<file path="src/rtl/iq_upsampler_param.sv">
// iq_upsampler_param: I/Q upsampler emitting FACTOR samples per symbol, zero-stuffed or held, valid/ready both sides.
module iq_upsampler_param #(
  parameter int DATA_W     = 4,
  parameter int MAX_FACTOR = 16,
  parameter int FACTOR_W   = 5
) (
  input  logic                       clk,
  input  logic                       reset,
  input  logic [FACTOR_W-1:0]        cfg_factor,
  input  logic                       cfg_mode,
  input  logic                       in_valid,
  output logic                       in_ready,
  input  logic signed [DATA_W-1:0]   in_i,
  input  logic signed [DATA_W-1:0]   in_q,
  output logic                       out_valid,
  input  logic                       out_ready,
  output logic signed [DATA_W-1:0]   out_i,
  output logic signed [DATA_W-1:0]   out_q,
  output logic                       out_first,
  output logic [FACTOR_W-1:0]        out_phase
);
  typedef enum logic {IDLE, EMIT} state_t;
  localparam logic [FACTOR_W-1:0] MAXF = FACTOR_W'(MAX_FACTOR);
  state_t                    state_q;
  logic                      en_q;
  logic signed [DATA_W-1:0]  sym_i_q, sym_q_q;
  logic [FACTOR_W-1:0]       fact_q, phase_q, fact_d;
  logic                      mode_q, last, accept, show;
  always_comb begin
    fact_d   = cfg_factor < FACTOR_W'(2) ? FACTOR_W'(1) : cfg_factor > MAXF ? MAXF : cfg_factor;
    last     = phase_q == fact_q - FACTOR_W'(1);
    in_ready = en_q & ((state_q == IDLE) | (out_ready & last));
    accept   = in_valid & in_ready;
  end
  // en_q holds off in_ready until the first edge after reset release
  always_ff @(posedge clk or negedge reset) begin
    if (!reset) begin
      state_q <= IDLE;
      en_q    <= 1'b0;
      sym_i_q <= '0;
      sym_q_q <= '0;
      fact_q  <= '0;
      mode_q  <= 1'b0;
      phase_q <= '0;
    end else begin
      en_q <= 1'b1;
      if (accept) begin
        state_q <= EMIT;
        sym_i_q <= in_i;
        sym_q_q <= in_q;
        fact_q  <= fact_d;
        mode_q  <= cfg_mode;
        phase_q <= '0;
      end else if (state_q == EMIT && out_ready) begin
        if (last) begin
          state_q <= IDLE;
          phase_q <= '0;
        end else begin
          phase_q <= phase_q + FACTOR_W'(1);
        end
      end
    end
  end
  always_comb begin
    out_valid = state_q == EMIT;
    show      = out_valid & ((phase_q == '0) | mode_q);
    out_i     = show ? sym_i_q : '0;
    out_q     = show ? sym_q_q : '0;
    out_first = out_valid & (phase_q == '0);
    out_phase = phase_q;
  end
endmodule

</file>
<file path="config.mk">
export PLATFORM = sky130hd
export DESIGN_NAME = iq_upsampler_param
export DESIGN_NICKNAME = d
export VERILOG_FILES = /design/src/rtl/iq_upsampler_param.sv
export SDC_FILE = /design/constraint.sdc
export NUM_CORES = 1
export LEC_CHECK = 0
export BUFFER_PORTS_ARGS = -buffer_cell sky130_fd_sc_hd__buf_4
export CAP_MARGIN = 20
export CORE_ASPECT_RATIO = 1.75
export CORE_MARGIN = 8
export CORE_UTILIZATION = 45
export CTS_BUF_LIST = sky130_fd_sc_hd__clkbuf_8
export CTS_CLUSTER_DIAMETER = 150
export DETAILED_ROUTE_END_ITERATION = 7
export PLACE_DENSITY = 0.81
export SYNTH_ARGS = -nofsm -noshare
export SYNTH_HDL_FRONTEND = slang
export SYNTH_SLANG_ARGS = --single-unit
export TNS_END_PERCENT = 5
</file>
<file path="constraint.sdc">
create_clock -name clk -period 3.6 [get_ports clk]
set_clock_uncertainty 0.2 [all_clocks]
set_input_delay 0.54 -clock clk [delete_from_list [all_inputs] [get_ports clk]]
set_output_delay 0.54 -clock clk [all_outputs]
set_load 0.02 [all_outputs]
</file>
# [Word level (Yosys, flattened, before mapping)]
# Index checks and enable logic that the tools add are counted.
# W data, S select, Z words.
[classes] addsub=2 magnitude_cmp=2 n_eq_ne=1 n_mux=10 bitwise_logic=8 reduce_logical=5
[op_table] cell="$mux W5" n=5
[op_table] cell="$mux W4" n=2
[op_table] cell="$add A5 B1 Y5 const B" n=1
[op_table] cell="$and A1 B1 Y1" n=5
[op_table] cell="$eq A5 B5 Y1" n=1
[op_table] cell="$gt A5 B5 Y1 const B" n=1
[op_table] cell="$logic_not A5 Y1" n=1
[op_table] cell="$lt A5 B2 Y1 const B" n=1
[op_table] cell="$sub A5 B1 Y5 const B" n=1
[op_table] cell="$reduce_bool A2 Y1" n=2
[op_table] cell="$mux W1" n=3
[op_table] cell="$or A1 B1 Y1" n=2
[op_table] cell="$reduce_and A2 Y1" n=1
[op_table] cell="$logic_and A1 B1 Y1" n=1
[op_table] cell="$not A1 Y1" n=1
[word_totals] ff_bits=21 in_bits=18 out_inout_bits=16 word_cells=35

# [Logic depth before layout (Yosys ltp)]
# Gate-level depths: netlist of the first run.
[depth] word_depth=8 depth_mapped=8 depth_no_buf=7

# [Least setup slack after synthesis of the first run]
# OpenSTA, ideal clock, no wires.
[synth_path] path_kind="register to output" from="register phase_q[0] (netlist: out_phase[0])" to="output out_i[0]" arrival_time_ns=2.148 required_time_ns=2.860 slack_ns=0.712 stages_incl_launch_ff=7 n_path_buf=0 cell_sequence="dfrtp_1 inv_1 ha_1 nand2b_1 nor4_1 a21oi_1 nor2b_1"
[synth_between] elab_chain_cells=4
[synth_rtl] item="from (decl)" line_no="27" source="logic [FACTOR_W-1:0] fact_q, phase_q, fact_d;"
[synth_rtl] item="from (signal assigned)" line_no="59" source="phase_q <= phase_q + FACTOR_W'(1);"
[synth_rtl] item="$logic_not A5 Y1" line_no="66" source="show = out_valid & ((phase_q == '0) | mode_q);"
[synth_rtl] item="$or A1 B1 Y1" line_no="66"
[synth_rtl] item="$and A1 B1 Y1" line_no="66"
[synth_rtl] item="$mux W4" line_no="67" source="out_i = show ? sym_i_q : '0;"
[synth_rtl] item="to (decl)" line_no="17" source="output logic signed [DATA_W-1:0] out_i,"
# Every way passes these cells.

# [Worst setup path after layout of the first run]
[layout_path] from="register phase_q[0] (netlist: out_phase[0])" to="output out_i[2]"
# The elaborated chain is that of the path after synthesis.

==> results of run 1 <==
[worst register-to-register path, delay by kind of cell, from the launching register on]
kind	cells	cell delay, ps
compound gates	3	930
mux	1	410
fa+ha+maj	1	300
xor+xnor	1	160
buf+inv	1	70
flops	1	380
[final cells by class]
class | instances | share of cell area
sequential | 21 | 0.3503
clock buffer | 3 | 0.02752
multi-input combinational | 76 | 0.4078
inverter | 7 | 0.01751
tap | 27 | 0.02252
clock inverter | 1 | 0.002502
timing repair buffer | 34 | 0.1718
[per-stage QoR]
stage,worst slack [ps],total power [mW]
2_1_floorplan,711.6,0.9206
3_3_place_gp,1117,1.120
3_5_place_dp,1019,1.152
4_1_cts,803.6,1.310
5_1_grt,703.8,1.383
6_report,809.1,1.298
[sequential cells by signal, summed over array words and instances, names as in the netlist]
register	flops
en_q	1
out_valid	1
fact_q	5
out_phase	5
sym_q_q	4
mode_q	1
sym_i_q	4
[cell usage after synthesis]
cell type,n
xnor2_1,2
nor2_1,4
nand2_1,4
a21boi_1,1
mux2i_1,2
ha_1,3
inv_1,7
clkbuf_1,1
and4bb_1,1
mux2_2,4
nor4_1,2
buf_6,1
o21ai_1,1
conb_1,1
buf_12,1
a32oi_1,1
o2111ai_2,1
a21oi_4,1
a21oi_1,4
xor2_1,6
and2_2,1
nand4_1,2
nand2b_1,3
o21ai_0,3
o211ai_1,1
mux2_4,8
o21bai_1,1
dfrtp_1,21
nor3_1,4
o211a_1,1
and2_1,1
a31oi_1,2
nand3b_1,1
nor2b_1,10
[power breakdown]
part	switching [mW]	total [mW]	leakage, nW	internal (mW)
Combinational	0.352	0.693	0.445	0.341
Sequential	0.113	0.454	0.256	0.341
Clock	0.0750	0.151	0.0269	0.0761
[metal layers]
layer / share of wire / vias up / global-route usage
li1: - / 438 / -
met1: 0.36 / 460 / 0.1233
met2: 0.55 / 27 / 0.2218
met3: 0.071 / 6 / 0.04956
met4: 0.020 / 0 / 0.05934
met5: 0 / - / 0
[worst paths after layout]
kind,from,to,slack (ps),depth (start not counted)
max in group asynchronous,reset,sym_i_q[0]$_DFFE_PN0N_,2500,2
min reg2reg,sym_i_q[0]$_DFFE_PN0N_,sym_i_q[0]$_DFFE_PN0N_,320,1
min in group asynchronous,reset,en_q$_DFF_PN0_,490,2
min,cfg_mode,mode_q$_DFFE_PN0N_,300,2
max reg2reg,fact_q[0]$_DFFE_PN0N_,sym_i_q[2]$_DFFE_PN0N_,1040,7
max,out_phase[0]$_DFFE_PN0P_,out_i[2],810,7
[cells by family (layout without fill, tap and decap cells)]
family | count (synthesis) | count (layout) | share of synthesized area
mux | 14 | 14 | 0.1545
compound gates | 17 | 17 | 0.1044
fa+ha+maj | 3 | 3 | 0.03132
buf+inv | 10 | 45 | 0.05115
other cells | 1 | 1 | 0.003129
xor+xnor | 8 | 8 | 0.05846
flops | 21 | 21 | 0.4384
simple gates | 33 | 33 | 0.1587
[timing repair]
item                                   CTS  global route
endpoints found under the hold margin   21             0
buffers inserted                         0             0
hold buffers                             1             0
==> impl_metrics.json, run 1 <==
{
  "outcome": "finished clean",
  "fmax_mhz": 358.3,
  "finalNetCount": 164,
  "area_delta_synth_final_pct": 25.16,
  "n_fill_cell": 237,
  "netlist_instances": 107,
  "firstDrtPassIters": 4,
  "finalCriticalPeriod_ps": 2791,
  "cts.repair.resized": 0,
  "cts.htree.levels": 1,
  "start_util": 0.4562,
  "coreArea_mm2": 0.002628,
  "hold_violations": 0,
  "endpoint_kind": "output port",
  "wire_per_inst_um": 16.21,
  "place_hpwl_mm": 2.130,
  "ys_seq_area_frac": 0.4384,
  "ys_warn_count": 0,
  "critPathMaxStageDelay_ps": 530,
  "multi_input_area_um2": 611.8,
  "first_iter_violations": 18,
  "synth_cell_types": 34,
  "io_pins": 34,
  "overflow": 0,
  "cp_num_buf_inv": 2,
  "arrival_ps": 2050,
  "final.period_utilization": 0.7753,
  "grt_pass1_wl_mm": 4.602,
  "cts_root_buf": "clkbuf_8",
  "antenna_left": 0,
  "path_class": "reg2out",
  "io_buffers": 33,
  "rows": 25,
  "clk_pin_slew_worst_paths_ps": 70,
  "rsz0062_at_grt": "no",
  "die_h_um": 84.28,
  "postPlaceCellArea_mm2": 0.001445,
  "route.vias.total": 931,
  "cts_buffers": 3,
  "dpl.cell_count": 164,
  "layout_commonest_cell": "buf_4",
  "grt_max_degree": 22,
  "avgSynthCellArea_um2": 11.20,
  "crit_required_ps": 2860,
  "crit_family": "compound AO/OA/AOI/OAI gates",
  "slowest_stage": "a21oi_1",
  "dieArea_mm2": 0.004636,
  "antenna_found_initial": 0,
  "finalWirelength_mm": 2.739,
  "irDropWorstVdd_v": 0.0005031,
  "ys_seq_elements": 21,
  "final_cell_mix": "buf_4, dfrtp_1, nor2b_1",
  "netlist_area_mm2": 0.001199,
  "power.density_mw_per_mm2": 865.1,
  "synth_top_area_cell": "dfrtp_1",
  "synth_nets": 128,
  "via_per_inst": 5.509,
  "chipWidth_um": 55.02,
  "antenna_cells": 0,
  "clk_path_buf_depth": 2,
  "grtUsageTotal": 0.1284,
  "gp_congestion": 0.8214,
  "maxCapViolations": 0,
  "worstMarginPinSlew_ps": 653.0,
  "final_area_mm2": 0.001500,
  "synthTopCellsByArea": "dfrtp_1, mux2_4, nor2b_1",
  "hold_class": "in2reg",
  "finalMaxSlewViolations": 0,
  "start_kind": "flip-flop",
  "grt_pass1_vias": 1078,
  "fin_hold_ws_ps": 304.7,
  "tritoncts": "built",
  "path_cells": "inv_1, ha_1, nand2b_1, nor4_1, a21oi_1, nor2b_1, buf_4",
  "synth_top_area_share": 0.4384,
  "slew-limit-headroom": 0.5647,
  "finalSetupViolations": 0,
  "fin_cells": 169,
  "regArea_um2": 525.5,
  "layout-drive-gt1-share": 0.3592,
  "setup_tns_ps": 0,
  "drc": 0,
  "cp_max_fo": 8,
  "power.leakage_nw": 0.7279,
  "clk_latency_ps": 260,
  "cts.sinks": 21,
  "utilization": 0.5710
}
Note: power is estimated with default switching activity, not from simulation.
==> run 2: changes to the inputs <==
ABC_AREA = 1   (was default)
PLACE_DENSITY = 0.83   (was 0.81)
clock period = 2.4 ns   (was 3.6 ns; I/O delays follow)
==> run 2 against run 1 <==
Compared with the run above:
- cell count rose by 49%
- sequential power grew 41%
- via count grew 33%
- register-to-register slack worse by 790 ps
- critical path depth is 4 higher
- critical endpoint is now in_ready
==> impl_metrics.json, run 2 <==
{
  "irDropWorstVdd_v": 0.0007425,
  "synth_top_area_cell": "dfrtp_1",
  "ys_seq_area_frac": 0.4110,
  "start_kind": "flip-flop",
  "area_delta_synth_final_pct": 31.02,
  "hold_start": "in_q[3]",
  "grtUsageTotal": 0.1233,
  "avgSynthCellArea_um2": 6.950,
  "cts_buffers": 3,
  "ys_warn_count": 0,
  "via_per_inst": 4.916,
  "antenna_found_initial": 0,
  "clk_pin_slew_worst_paths_ps": 70,
  "outcome": "finished clean",
  "rsz0062_at_grt": "yes",
  "endpoint_kind": "output port",
  "cp_common_cell": "nand2_1",
  "fin_ws_ps": 32.73,
  "synthAdderAreaFrac": 0.02935,
  "use_met3": 0.01757,
  "dpl_worst_slack_ps": 141.9,
  "combPwrFrac": 0.577,
  "cp_max_fo": 3,
  "synth_edf_count": 0,
  "arrival_ps": 1810,
  "route.vias.total": 1234,
  "synth_top_area_share": 0.4110,
  "clk_path_buf_depth": 2,
  "grt_max_degree": 22,
  "ys_seq_elements": 21,
  "antenna_cells": 0,
  "finalCriticalPeriod_ps": 2367,
  "io_buffers": 33,
  "whs_path_depth": 3,
  "netlist_area_mm2": 0.001279,
  "wire_per_inst_um": 11.84,
  "hold_violations": 0,
  "hold_class": "in2reg",
  "fmax_mhz": 422.4,
  "path_class": "reg2out",
  "die_h_um": 86.52,
  "grt.busiest_layer": "met2",
  "r2r-start": "fact_q[0]$_DFFE_PN0N_",
  "finalMaxSlewViolations": 0,
  "synth-xor-area-share": 0.02055,
  "critPathMaxStageDelay_ps": 390,
  "swShare": 0.4627,
  "crit_family": "simple AND/OR/NAND/NOR gates",
  "clk_latency_ps": 260,
  "synthTopCellsByCount": "nand2_1, nor2_1, inv_1",
  "synth.mux.area_fraction": 0,
  "cp_num_buf_inv": 3,
  "slowest_stage": "dfrtp_1",
  "grt_pass1_wl_mm": 5.009,
  "finalSetupViolations": 0,
  "layout-drive-gt1-share": 0.2813,
  "place_hpwl_mm": 2.290,
  "met1_usage": 0.1195,
  "synth_cell_types": 23,
  "synthTopCellsByArea": "dfrtp_1, nand2_1, nor2_1",
  "fin_hold_ws_ps": 151.0,
  "synthFlopType": "dfrtp_1",
  "coreArea_mm2": 0.002690,
  "synth_nets": 205,
  "rrSetupSlack_ps": 250,
  "power.switching_mw": 0.9455,
  "grt_use_met2": 0.2330,
  "share_clk_of_total_power": 0.111,
  "chipWidth_um": 56.30,
  "synth_top_family_by_area": "simple AND/OR/NAND/NOR gates",
  "synthSimpleGateAreaFrac": 0.3914,
  "min_delay_worst_endpoint": "sym_q_q[3]$_DFFE_PN0N_",
  "finalWirelength_mm": 2.972,
  "power.leakage_nw": 0.9526,
  "path_cells": "inv_2, ha_4, inv_2, nand2_1, nand2_1, nor2_1, nand2_1, nor2_2, nand3_2, a21boi_2, buf_6",
  "cts_root_buf": "clkbuf_8",
  "crit_required_ps": 1840,
  "rows": 25,
  "antenna_left": 0,
  "io_pins": 34,
  "power.density_mw_per_mm2": 1220,
  "firstDrtPassIters": 4,
  "dieArea_mm2": 0.004871,
  "final.period_utilization": 0.9864,
  "async_flop_share": 1.000,
  "finalNetCount": 246,
  "seqPwrFrac": 0.312,
  "netlist_instances": 184,
  "tritoncts": "built",
  "first_iter_violations": 19,
  "power.internal_mw": 1.098,
  "synth.most_common_cell": "nand2_1",
  "final_cell_mix": "nand2_1, buf_4, nor2_1",
  "synth_compound_area_frac": 0.02153,
  "timing.rr.end": "fact_q[3]$_DFFE_PN0N_",
  "overflow": 0,
  "cts.sinks": 21,
  "cts.htree.levels": 1,
  "maxCapViolations": 0,
  "drc": 0,
  "grt_pass1_vias": 1217,
  "rr_worst_depth": 14,
  "start_util": 0.4753,
  "gp_congestion": 0.8748,
  "layout_commonest_cell": "nand2_1"
}
## run 2: cell types whose count changed in the layout (fill, tap and decap cells not counted), sizes merged, moves of 10 or more
| cell | delta |
|---|---|
| inv | +23 |
| mux2 | -12 |
| nand2 | +59 |
| nand4 | +12 |
| nor2 | +22 |
| nor2b | -10 |
## run 2: power by group through the flow
stage / clock network, mW / logic [mW] / registers, mW
floorplan: 0 / 0.714 / 0.647
global route: 0.251 / 1.33 / 0.665
global placement: 0 / 1.08 / 0.628
CTS: 0.233 / 1.11 / 0.632
finish: 0.226 / 1.18 / 0.638
detailed placement: 0 / 1.09 / 0.633
## run 2: layout make-up
type | instances | area (µm²)
clock buffer | 3 | 41.29
clock inverter | 1 | 5.005
fill | 246 | 1015
inverter | 32 | 120.1
multi-input combinational | 126 | 635.6
sequential | 21 | 525.5
tap | 27 | 33.78
timing repair buffer | 41 | 314.1
## run 2: per-stage QoR
stage | total power, mW | utilization | area [µm²] | setup TNS, ps | std cells
floorplan | 1.362 | - | 1284 | 0 | 184
global placement | 1.705 | 0.5735 | 1543 | 0 | 241
detailed placement | 1.728 | 0.5735 | 1543 | 0 | 241
CTS | 1.972 | 0.5972 | 1607 | -41.06 | 246
global route | 2.249 | 0.6228 | 1675 | -90.93 | 251
finish | 2.044 | 0.6228 | 1675 | 0 | 251
## run 2: timing repair
action                                  4_1_cts  5_1_grt
resized for setup                             3        6
buffers inserted                              0        5
hold buffers                                  1        0
hold endpoints to repair                     21        0
endpoints found under the setup margin        9       24
pin swaps                                     0        6
## run 2: layer usage
metal,part of all wire,wire (µm)
met1,0.41,1215
met2,0.54,1593
met3,0.029,85
met4,0.026,78
met5,0,0
## run 2: tightest hold or removal path, cell delays in order
cell and delay, ps:
buf_4 70, nand4_1 80, nand2_1 60
## run 2: worst max-delay path by stage
stage	from	to	depth (start not counted)
floorplan	fact_q[0]$_DFFE_PN0N_	in_ready	9
global placement	fact_q[0]$_DFFE_PN0N_	in_ready	11
detailed placement	out_phase[0]$_DFFE_PN0P_	out_i[0]	7
CTS	fact_q[0]$_DFFE_PN0N_	in_ready	11
global route	fact_q[0]$_DFFE_PN0N_	in_ready	11
finish	fact_q[0]$_DFFE_PN0N_	in_ready	11
## run 2: kinds of logic after synthesis
logic type / count (synthesis)
fa+ha+maj: 3
simple gates: 114
other cells: 1
compound gates: 5
buf+inv: 37
xor+xnor: 3
flops: 21
